==> src/rtl/m_adder_sequencer.sv <==
// Wide add/subtract sequencer: drives an external 4-bit adder one nibble per clock,
// LSB first, rippling the carry through a register and assembling the W-bit result.
module m_adder_sequencer #(
    parameter int NIBBLES = 4
) (
    input  logic                 clk,
    input  logic                 rst,
    input  logic                 start,
    input  logic                 sub,
    input  logic                 cin,
    input  logic [4*NIBBLES-1:0] op_a,
    input  logic [4*NIBBLES-1:0] op_b,
    output logic [3:0]           add_a,
    output logic [3:0]           add_b,
    output logic                 add_cin,
    input  logic [3:0]           add_s,
    input  logic                 add_cout,
    output logic                 busy,
    output logic                 done,
    output logic [4*NIBBLES-1:0] sum,
    output logic                 cout,
    output logic                 ovf
);

    localparam int W  = 4 * NIBBLES;
    localparam int SW = (NIBBLES > 1) ? $clog2(NIBBLES) : 1;
    localparam logic [SW-1:0] LAST_STEP = SW'(NIBBLES - 1);

    typedef enum logic [1:0] {
        IDLE = 2'd0,
        RUN  = 2'd1,
        DONE = 2'd2
    } state_t;

    state_t          state_r;
    state_t          state_s;
    logic [W-1:0]    a_r;
    logic [W-1:0]    b_r;
    logic            carry_r;
    logic [SW-1:0]   step_r;
    logic [W-1:0]    sum_r;
    logic            cout_r;
    logic            ovf_r;
    logic            busy_r;
    logic            done_r;
    logic            accept_s;
    logic [SW+1:0]   nib_base_s;

    // Two's-complement overflow: operands agree in sign but the result does not.
    function automatic logic f_signed_ovf(input logic a_msb, input logic b_msb, input logic s_msb);
        return (a_msb == b_msb) && (s_msb != a_msb);
    endfunction

    assign accept_s   = start && ((state_r == IDLE) || (state_r == DONE));
    assign nib_base_s = {step_r, 2'b00};

    // Next-state decode.
    always_comb begin
        state_s = IDLE;
        case (state_r)
            IDLE: begin
                if (start) state_s = RUN;
                else       state_s = IDLE;
            end
            RUN: begin
                if (step_r == LAST_STEP) state_s = DONE;
                else                     state_s = RUN;
            end
            DONE: begin
                if (start) state_s = RUN;
                else       state_s = IDLE;
            end
            default: state_s = IDLE;
        endcase
    end

    // Adder operand mux: current nibble of latched operands while running, else zero.
    always_comb begin
        add_a   = 4'h0;
        add_b   = 4'h0;
        add_cin = 1'b0;
        if (state_r == RUN) begin
            add_a   = a_r[nib_base_s +: 4];
            add_b   = b_r[nib_base_s +: 4];
            add_cin = carry_r;
        end else begin
            add_a   = 4'h0;
            add_b   = 4'h0;
            add_cin = 1'b0;
        end
    end

    // State, operand latch, carry ripple and result assembly.
    always_ff @(posedge clk) begin
        if (rst) begin
            state_r <= IDLE;
            a_r     <= '0;
            b_r     <= '0;
            carry_r <= 1'b0;
            step_r  <= '0;
            sum_r   <= '0;
            cout_r  <= 1'b0;
            ovf_r   <= 1'b0;
            busy_r  <= 1'b0;
            done_r  <= 1'b0;
        end else begin
            state_r <= state_s;
            busy_r  <= (state_s == RUN);
            done_r  <= (state_s == DONE);
            if (accept_s) begin
                a_r     <= op_a;
                // Subtraction is A + ~B + 1, so invert B once here.
                b_r     <= sub ? ~op_b : op_b;
                carry_r <= sub ? 1'b1 : cin;
                step_r  <= '0;
                sum_r   <= '0;
            end else if (state_r == RUN) begin
                sum_r[nib_base_s +: 4] <= add_s;
                carry_r                <= add_cout;
                if (step_r == LAST_STEP) begin
                    step_r <= '0;
                    cout_r <= add_cout;
                    ovf_r  <= f_signed_ovf(a_r[W-1], b_r[W-1], add_s[3]);
                end else begin
                    step_r <= step_r + SW'(1);
                end
            end else begin
                step_r <= step_r;
            end
        end
    end

    assign busy = busy_r;
    assign done = done_r;
    assign sum  = sum_r;
    assign cout = cout_r;
    assign ovf  = ovf_r;

endmodule

==> config.mk <==
export PLATFORM = sky130hd
export DESIGN_NAME = m_adder_sequencer
export DESIGN_NICKNAME = d
export VERILOG_FILES = /design/src/rtl/m_adder_sequencer.sv
export SDC_FILE = /design/constraint.sdc
export NUM_CORES = 1
export LEC_CHECK = 0
export CAP_MARGIN = 40
export CORE_AREA = 2 2 76 78
export DETAILED_ROUTE_END_ITERATION = 12
export DIE_AREA = 0 0 78 80
export PLACE_DENSITY_LB_ADDON = 0.2
export SLEW_MARGIN = 10
export SYNTH_ARGS = -nofsm -noshare
export SYNTH_HDL_FRONTEND = slang
export SYNTH_SLANG_ARGS = --single-unit
==> constraint.sdc <==
create_clock -name clk -period 3.91 [get_ports clk]
set_input_delay 0.5865 -clock clk [delete_from_list [all_inputs] [get_ports clk]]
set_output_delay 0.5865 -clock clk [all_outputs]
set_load 0.05 [all_outputs]
==> results.md, run 1 <==
* Synth cell count leaders: dfxtp_1 (57), nand2_1 (31), nor2_1 (22)
* R2R cell count at 6
* Worst-path fanout max at 9
* P_sw at 0.382 mW
* Crit end category: output port
* Synth area leader: dfxtp_1
* ANT cells at 0
* Crit start category: flop
* Combinational Power Share at 0.169
* Seq/Total Area, Yosys at 0.404
* Reg-to-Reg Start: step_r[0]$_SDFFE_PP0P_
* Antenna violations before repair at 0
* Clk buf depth at 2
* Chip height at 80 um
* Yosys reg bits at 57
* Worst vdd rail ir drop at 0.000330 V
* Crit path DAT at 2.50 ns
* Final net count at 386
* Vias in the first global route at 2112
* CP endpoint: add_b[3]
* Fmax at 324 MHz
* Synth Warn # at 0
* Required time of the critical path at 3.32 ns
* Total power at 1.41 mW
* Netlist cell types at 41
* Starting Density at 0.522
* Routability-driven placement congestion ratio at 0.824
* Largest family of logic cells by synthesized area: simple AND/OR/NAND/NOR gates
* Post-synth ARST share at 0
* Critical path type: reg -> out
* Syn_area_per_cell at 10.4 um2
* First-pass GRT wire length at 10100 um
* Post-Syn Instances at 272
* Global route total overflow at 0
* IO Pins at 71
* Top post-synthesis cells by area: dfxtp_1 (40%), a211oi_2 (7.1%), mux4_2 (6.4%)
* Final setup TNS at 0 ns
* Number of synthesized flops with an enable pin at 0
* Pre-antenna DRT Iters at 4
* Post-Syn Area at 2820 um2
* Worst slew margin at 0.411
* Synthesized net count at 320
* CP startpoint: step_r[0]$_SDFFE_PP0P_
* Vias post-DR at 2180
* Met2 wire length at 2900 um
* Hold Crit Class: reg -> reg
* Vias per cell at 5.25
* Post-CTS sizing at 0
* DRC Markers at 0
* Setup Buffers After CTS at 0
* Leak at 1.28 nW
* Post-synthesis mux area share at 0.0638
* Clk slew on worst S/H paths at 0.07 ns
* Status: completed
* Worst skew pair latency at 0.33 ns
* Top-count cell post-synth: dfxtp_1
* R2R Setup Slk at 1.55 ns
* RSZ-0062 raised after global routing: no
* Tmin final at 3.09 ns
* Area share of fa/ha/maj cells after synthesis at 0.0266
* Root Buffer: clkbuf_8
* Filler cell count at 470
* Die area at 6240 um2
* Clock skew at 0.00640 ns
* Total routed wirelength at 6050 um
* Largest net degree at the start of global routing at 34
* MaxCap Viol Count at 0
* Post-DRT Antenna Nets at 0
* XOR/XNOR Fraction of Synth Area at 0.0496
* Max Transition Viols Final at 0
* Worst-Margin Slew at 0.882 ns
* Inserted Clock Buffers at 9
* Core area at 5410 um2
* Area share of the largest cell type after synthesis at 0.404
* PortBufs at 70
* Clk pwr share at 0.383
* Hpwl dp at 4220 um
* PD cells at 387 nW/um2
* Fin crit share at 0.789
* Share of cells above drive strength 1 at 0.219
* DR iter-0 viols at 56
* Num Clock Sinks at 57
* Die width at 78 um
* # rows at 27
* Number of hold buffers added after CTS at 0
* Top Metal Used: met4
* GRT Total Usage at 0.210
* CTS tree: built
* Switch share at 0.270
* H-Tree Depth at 3
* Layout area overhead at 29.7%
* M1 WL at 2800 um
* R2r endpoint: sum[10]$_SDFFE_PP0P_
* Final setup fails at 0
* Most used DFF post-synth: dfxtp_1
* Simple-Gate Fraction of Synth Area at 0.208
* Metal3 WL at 250 um
* Complex-gate fraction of the synthesized area at 0.178
* Seq pwr share at 0.448
* Wire per inst at 14.6 um
* Final hold violation count at 0
* Cell-internal power at 1.03 mW
[per-stage QoR]
stage	util	hold slack (ns)	setup slack (ns)	cell area [um2]	std cells
after detailed placement	0.641	0.442	1.12	3460	399
after global routing	0.677	0.468	0.675	3660	415
after global placement	0.638	0.440	1.15	3450	398
after CTS	0.677	0.452	0.746	3660	415
final	0.677	0.448	0.824	3660	415
after floorplan	-	0.433	1.95	2820	272
[state kept, by name (all words and copies together), names as in the netlist]
name and flops:
ovf 1, cout 1, carry_r 1, done 1, busy 1, state_r 2
a_r 16, sum 16, b_r 16, step_r 2
[per-layer routing]
layer	track usage	vias up
met1	0.263	1024
met2	0.344	57
li1	-	1091
met5	0	-
met3	0.0430	8
met4	0.105	0
[worst min-delay path by stage]
| stage | from | endpoint | slack (ns) | cells after the start |
|---|---|---|---|---|
| after floorplan | a_r[4]$_SDFFE_PP0N_ | a_r[4]$_SDFFE_PP0N_ | 0.43 | 2 |
| after global placement | sum[15]$_SDFFE_PP0P_ | sum[15]$_SDFFE_PP0P_ | 0.44 | 2 |
| after detailed placement | sum[15]$_SDFFE_PP0P_ | sum[15]$_SDFFE_PP0P_ | 0.44 | 2 |
| after CTS | sum[15]$_SDFFE_PP0P_ | sum[15]$_SDFFE_PP0P_ | 0.45 | 2 |
| after global routing | sum[15]$_SDFFE_PP0P_ | sum[15]$_SDFFE_PP0P_ | 0.47 | 2 |
| final | sum[15]$_SDFFE_PP0P_ | sum[15]$_SDFFE_PP0P_ | 0.45 | 2 |
[kinds of logic after synthesis]
group | count (synthesis)
compound gates | 56
xor+xnor | 16
fa+ha+maj | 6
buf+inv | 22
flops | 57
mux | 8
simple gates | 107
[worst max-delay path, stage by stage (launching register included)]
cell	delay, ns
dfxtp_1	0.72
mux4_2	0.58
and2_1	0.17
clkdlybuf4s50_1	0.70
[power by group through the flow]
stage	combinational (mW)	clock (mW)	sequential, mW
2_1_floorplan	0.173	0	0.646
3_5_place_dp	0.238	0	0.647
6_report	0.238	0.542	0.634
3_3_place_gp	0.233	0	0.646
4_1_cts	0.240	0.546	0.634
5_1_grt	0.258	0.578	0.638
[placed cells by master (no fill, tap or decap), types with 2 or more instances in the layout]
cell type,synthesis,routed
a211oi_2,16,16
nand4_1,4,4
nand2b_1,2,2
a21oi_1,15,15
nand2_2,10,10
xnor2_1,16,16
and2_1,10,10
clkinv_2,0,4
nand2_1,31,31
inv_1,2,2
buf_4,5,4
a32o_1,8,8
mux4_2,8,8
nor2_1,22,22
clkbuf_8,0,10
ha_1,6,6
and3b_1,3,3
nor3_1,6,6
nor3_2,2,2
a22o_1,4,4
nand3b_1,5,5
clkdlybuf4s50_1,0,69
dfxtp_1,57,57
a21oi_2,10,10
[final cells by class]
cell class | count | area, um2 | area share
Clock inverter | 6 | 57.6 | 0.0157
Sequential cell | 57 | 1140 | 0.312
Multi-Input combinational cell | 193 | 1490 | 0.406
Clock buffer | 10 | 138 | 0.0376
Inverter | 2 | 7.51 | 0.00205
Tap cell | 72 | 90.1 | 0.0246
Timing Repair Buffer | 75 | 741 | 0.202
Power figures use the tool's default switching activity.
==> run 2, diff against run 1 <==
Settings changed: CORE_AREA 2 2 76 78 to 2 2 84 86, DIE_AREA 0 0 78 80 to 0 0 86 88.
Clock period 3.91 ns to 2.8 ns, I/O delays scaled along.
==> results.md, run 2 (synthesis gave the netlist of run 1 again) <==
* DRC Markers at 0 (unchanged)
* Layout area overhead at 29.8% (was 29.7%)
* Antenna violations before repair at 0 (unchanged)
* DR iter-0 viols at 63 (was 56)
* # rows at 30 (was 27)
* Filler cell count at 610 (was 470)
* Critical path type: reg -> out (unchanged)
* Worst-Margin Slew at 0.556 ns (was 0.882 ns)
* Hpwl dp at 4190 um (was 4220 um)
* Die area at 7570 um2 (was 6240 um2)
* Worst slew margin at 0.628 (was 0.411)
* Cell-internal power at 1.50 mW (was 1.03 mW)
* Core area at 6640 um2 (was 5410 um2)
* Num Clock Sinks at 57 (unchanged)
* Required time of the critical path at 2.38 ns (was 3.32 ns)
* Switch share at 0.255 (was 0.270)
* First-pass GRT wire length at 9840 um (was 10100 um)
* Global route total overflow at 0 (unchanged)
* Post-DRT Antenna Nets at 0 (unchanged)
* Final hold violation count at 0 (unchanged)
* Final setup fails at 0 (unchanged)
* Clk slew on worst S/H paths at 0.06 ns (was 0.07 ns)
* Vias post-DR at 2198 (was 2180)
* Chip height at 88 um (was 80 um)
* Root Buffer: clkbuf_8 (unchanged)
* Setup Buffers After CTS at 0 (unchanged)
* Wire per inst at 14.3 um (was 14.6 um)
* Share of cells above drive strength 1 at 0.239 (was 0.219)
* GRT Total Usage at 0.169 (was 0.210)
* Crit end category: output port (unchanged)
* PD cells at 548 nW/um2 (was 387 nW/um2)
* Die width at 86 um (was 78 um)
* Routability-driven placement congestion ratio at 0.779 (was 0.824)
* IO Pins at 71 (unchanged)
* Combinational Power Share at 0.165 (was 0.169)
* Hold Crit Class: reg -> reg (unchanged)
* H-Tree Depth at 3 (unchanged)
* Worst vdd rail ir drop at 0.000301 V (was 0.000330 V)
* Worst skew pair latency at 0.33 ns (about the same)
* P_sw at 0.512 mW (was 0.382 mW)
* CTS tree: built (unchanged)
* Clock skew at 0.00333 ns (was 0.00640 ns)
* Crit path DAT at 2.10 ns (was 2.50 ns)
* Status: completed (unchanged)
* ANT cells at 0 (unchanged)
* Commonest non-fill, non-tap cells in the layout: clkdlybuf4s50_1 (60), dfxtp_1 (57), nand2_1 (31) (was clkdlybuf4s50_1 (69), dfxtp_1 (57), nand2_1 (31))
* MaxCap Viol Count at 0 (unchanged)
* Clk buf depth at 2 (unchanged)
* Number of hold buffers added after CTS at 0 (unchanged)
* Final setup TNS at 0 ns (unchanged)
* Post-CTS sizing at 0 (unchanged)
* Pre-antenna DRT Iters at 4 (unchanged)
* Crit start category: flop (unchanged)
* Leak at 1.30 nW (was 1.28 nW)
* Vias in the first global route at 2086 (was 2112)
* Tmin final at 2.52 ns
* PortBufs at 70 (unchanged)
* Fin crit share at 0.900
* Clk pwr share at 0.395 (was 0.383)
* Largest net degree at the start of global routing at 50 (was 34)
* Fmax at 397 MHz
* Final net count at 386 (unchanged)
* Starting Density at 0.425 (was 0.522)
* RSZ-0062 raised after global routing: no (unchanged)
* Vias per cell at 5.20 (was 5.25)
* Max Transition Viols Final at 0 (unchanged)
* Inserted Clock Buffers at 9 (unchanged)
* Most common library cell in the layout ignoring fill and taps: clkdlybuf4s50_1 (unchanged)
* Worst-path fanout max at 12 (was 9)
* Seq pwr share at 0.439 (was 0.448)
* Fin util at 0.552 (was 0.677)
* Total routed wirelength at 6040 um (was 6050 um)
-- run 2: cell types whose count changed in the layout (fill, tap and decap cells not counted), sizes merged --
cell and delta:
clkinvlp -1, clkdlybuf4s50 -9, buf +9, clkbuf +4
clkinv -3
-- run 2: worst paths after layout --
path                                        startpoint              endpoint  slack, ns  cells after the start
worst min register to register    a_r[10]$_SDFFE_PP0N_  a_r[10]$_SDFFE_PP0N_       0.46                      2
worst max register to register  step_r[0]$_SDFFE_PP0P_  sum[10]$_SDFFE_PP0P_       0.91                      5
worst max-delay path            step_r[0]$_SDFFE_PP0P_              add_a[1]       0.28                      4
worst min-delay path              a_r[10]$_SDFFE_PP0N_  a_r[10]$_SDFFE_PP0N_       0.46                      2
-- run 2: final cells by class --
class,count,area [um2],share of cell area
clock buffer,14,173,0.0471
clock inverter,2,35.0,0.00956
inverter,2,7.51,0.00205
multi-input combinational,193,1490,0.405
sequential,57,1140,0.311
tap,80,100,0.0273
timing repair buffer,75,723,0.197
-- run 2: per-layer routing --
layer | wire length, um | part of all wire | global-route usage
met5 | 0 | 0 | 0
met4 | 121 | 0.020 | 0.0635
met3 | 320 | 0.053 | 0.0575
met2 | 3000 | 0.50 | 0.293
met1 | 2600 | 0.43 | 0.194
-- run 2: critical path: stages (launching register included) --
cell and delay [ns]:
dfxtp_1 0.55, buf_4 0.32, mux4_2 0.53, and2_1 0.17, buf_4 0.18
-- run 2: power groups by stage --
stage | Combinational (mW) | Sequential, mW | Clock, mW
6_report | 0.332 | 0.882 | 0.793
5_1_grt | 0.361 | 0.889 | 0.852
4_1_cts | 0.337 | 0.882 | 0.811
3_5_place_dp | 0.337 | 0.900 | 0
3_3_place_gp | 0.332 | 0.899 | 0
2_1_floorplan | 0.241 | 0.902 | 0
-- run 2: per-stage QoR --
stage,power [mW],area (um2),hold slack [ns],setup WS (ns),instances
floorplan,1.14,2820,0.433,0.935,272
global placement,1.23,3460,0.442,0.656,407
detailed placement,1.24,3460,0.448,0.625,407
CTS,2.03,3660,0.457,0.253,423
global route,2.10,3660,0.477,0.159,423
finish,2.01,3660,0.455,0.281,423
==> run 3, diff against run 2 <==
Settings changed: GPL_TIMING_DRIVEN from default to 0.
==> results.md, run 3 (synthesis gave the netlist of run 1 again) <==
* Final setup TNS at 0 ns (unchanged)
* Crit end category: output port (unchanged)
* PD cells at 540 nW/um2 (was 548 nW/um2)
* PortBufs at 69 (was 70)
* First-pass GRT wire length at 10600 um (was 9840 um)
* Max Transition Viols Final at 0 (unchanged)
* Die area at 7570 um2 (unchanged)
* Fmax at 367 MHz (was 397 MHz)
* Final setup fails at 0 (unchanged)
* Global route total overflow at 0 (unchanged)
* DR iter-0 viols at 100 (was 63)
* Hpwl dp at 4650 um (was 4190 um)
* Die width at 86 um (unchanged)
* Status: completed (unchanged)
* Sequential cell area at 1140 um2 (unchanged)
* Core area at 6640 um2 (unchanged)
* Crit path DAT at 2.30 ns (was 2.10 ns)
* Share of cells above drive strength 1 at 0.246 (was 0.239)
* Worst vdd rail ir drop at 0.000304 V (was 0.000301 V)
* Number of hold buffers added after CTS at 0 (unchanged)
* CP cell instances: buf_6 -> and2b_1 -> buf_2 -> and2_1 -> clkdlybuf4s50_1 (was buf_4 -> mux4_2 -> and2_1 -> buf_4)
* Largest net degree at the start of global routing at 11 (was 50)
* Leak at 1.51 nW (was 1.30 nW)
* Layout area overhead at 36.2% (was 29.8%)
* H-Tree Depth at 3 (unchanged)
* R2R Setup Slk at 0.75 ns (was 0.91 ns)
* RSZ-0062 raised after global routing: no (unchanged)
* Critical path type: reg -> out (unchanged)
* Worst-Margin Slew at 0.518 ns (was 0.556 ns)
* Max incr delay on CP at 0.80 ns (was 0.55 ns)
* Filler cell count at 619 (was 610)
* Worst slew margin at 0.654 (was 0.628)
* Multi-input gate area at 1490 um2 (unchanged)
* Final net count at 400 (was 386)
* Root Buffer: clkbuf_8 (unchanged)
* Vias in the first global route at 2203 (was 2086)
* Inserted Clock Buffers at 9 (unchanged)
* Fin crit share at 0.973 (was 0.900)
* IO Pins at 71 (unchanged)
* Clock skew at 0.00959 ns (was 0.00333 ns)
* Total routed wirelength at 6550 um (was 6040 um)
* Non-Filler Instances at 437 (was 423)
* Clk buf depth at 2 (unchanged)
* Num Clock Sinks at 57 (unchanged)
* # rows at 30 (unchanged)
* Chip height at 88 um (unchanged)
* Cell count after placement at 421 (was 407)
* CP startpoint: state_r[0]$_SDFF_PP0_ (was step_r[0]$_SDFFE_PP0P_)
* ANT cells at 0 (unchanged)
* Vias per cell at 5.16 (was 5.20)
* Pre-antenna DRT Iters at 4 (unchanged)
* Worst-path fanout max at 10 (was 12)
* Commonest non-fill, non-tap cells in the layout: clkdlybuf4s50_1 (61), dfxtp_1 (57), nand2_1 (31) (was clkdlybuf4s50_1 (60), dfxtp_1 (57), nand2_1 (31))
* Post-CTS sizing at 1 (was 0)
* Wire per inst at 15.0 um (was 14.3 um)
* Clk slew on worst S/H paths at 0.07 ns (was 0.06 ns)
* CTS tree: built (unchanged)
* Min-delay src: sum[6]$_SDFFE_PP0P_ (was a_r[10]$_SDFFE_PP0N_)
* Starting Density at 0.425 (unchanged)
* GRT Total Usage at 0.183 (was 0.169)
* Setup Buffers After CTS at 0 (unchanged)
* Vias post-DR at 2253 (was 2198)
* Tmin final at 2.72 ns (was 2.52 ns)
* Total buffers and inverters traversed by the critical path at 3 (was 2)
* Hold Crit Class: reg -> reg (unchanged)
* Final hold violation count at 0 (unchanged)
* DRC Markers at 0 (unchanged)
* Crit start category: flop (unchanged)
* Crit path max-delay family: buffers and inverters (was flip-flops)
* Post-DRT Antenna Nets at 0 (unchanged)
* Reg-to-Reg Start: step_r[0]$_SDFFE_PP0P_ (unchanged)
* Required time of the critical path at 2.38 ns (about the same)
* Worst skew pair latency at 0.34 ns (was 0.33 ns)
* Routability-driven placement congestion ratio at 0.776 (was 0.779)
* MaxCap Viol Count at 0 (unchanged)
* Most common library cell in the layout ignoring fill and taps: clkdlybuf4s50_1 (unchanged)
* Antenna violations before repair at 0 (unchanged)
* CP max stage cell: clkdlybuf4s50_1 (was dfxtp_1)
## run 3: cell count changes in the layout (fill, tap and decap cells not counted), moves of 2 or more
cell	before	now
buf_4	13	5
clkbuf_8	12	9
clkinv_2	1	3
dlymetal6s2s_1	0	8
buf_2	1	5
buf_6	0	6
## run 3: path summary, 6_finish.rpt
check        depth (start not counted)                  end
min reg2reg                          2  sum[6]$_SDFFE_PP0P_
max                                  5              add_cin
max reg2reg                          7  sum[8]$_SDFFE_PP0P_
min                                  2  sum[6]$_SDFFE_PP0P_
## run 3: tightest hold or removal path, delay by kind of cell, from the launching register on
kind,cells,cell delay [ns]
compound gates,1,0.05
simple gates,1,0.05
flops,1,0.31
## run 3: final cells by class
class | count | area share
multi-input cells | 193 | 0.386
flip-flops and latches | 57 | 0.297
repair buffers | 69 | 0.185
plain buffers | 20 | 0.0495
clock buffers | 10 | 0.0332
well taps | 80 | 0.0260
clock inverters | 6 | 0.0215
inverters | 2 | 0.00195
## run 3: power breakdown
group          total, mW  leakage (nW)  internal [mW]  switching [mW]
logic              0.375         0.933          0.183           0.191
clock network      0.825         0.106          0.496           0.329
registers          0.877         0.467          0.854          0.0238
## run 3: through the flow
| step | utilization | hold WS (ns) | total power, mW | worst slack (ns) | area, um2 |
|---|---|---|---|---|---|
| 6_report | 0.579 | 0.449 | 2.08 | 0.0755 | 3840 |
| 5_1_grt | 0.579 | 0.467 | 2.16 | 0.0217 | 3840 |
| 4_1_cts | 0.576 | 0.452 | 2.09 | 0.00993 | 3820 |
| 3_5_place_dp | 0.544 | 0.443 | 1.27 | 0.207 | 3610 |
| 3_3_place_gp | 0.544 | 0.441 | 1.27 | 0.213 | 3610 |
| 2_1_floorplan | - | 0.433 | 1.14 | 0.935 | 2820 |
## run 3: per-layer routing
metal / GRT usage / up-vias / routed length (um)
met5: 0 / - / 0
met3: 0.0556 / 5 / 348
met2: 0.324 / 65 / 3350
met1: 0.219 / 1068 / 2800
li1: - / 1115 / -
met4: 0.0433 / 0 / 45
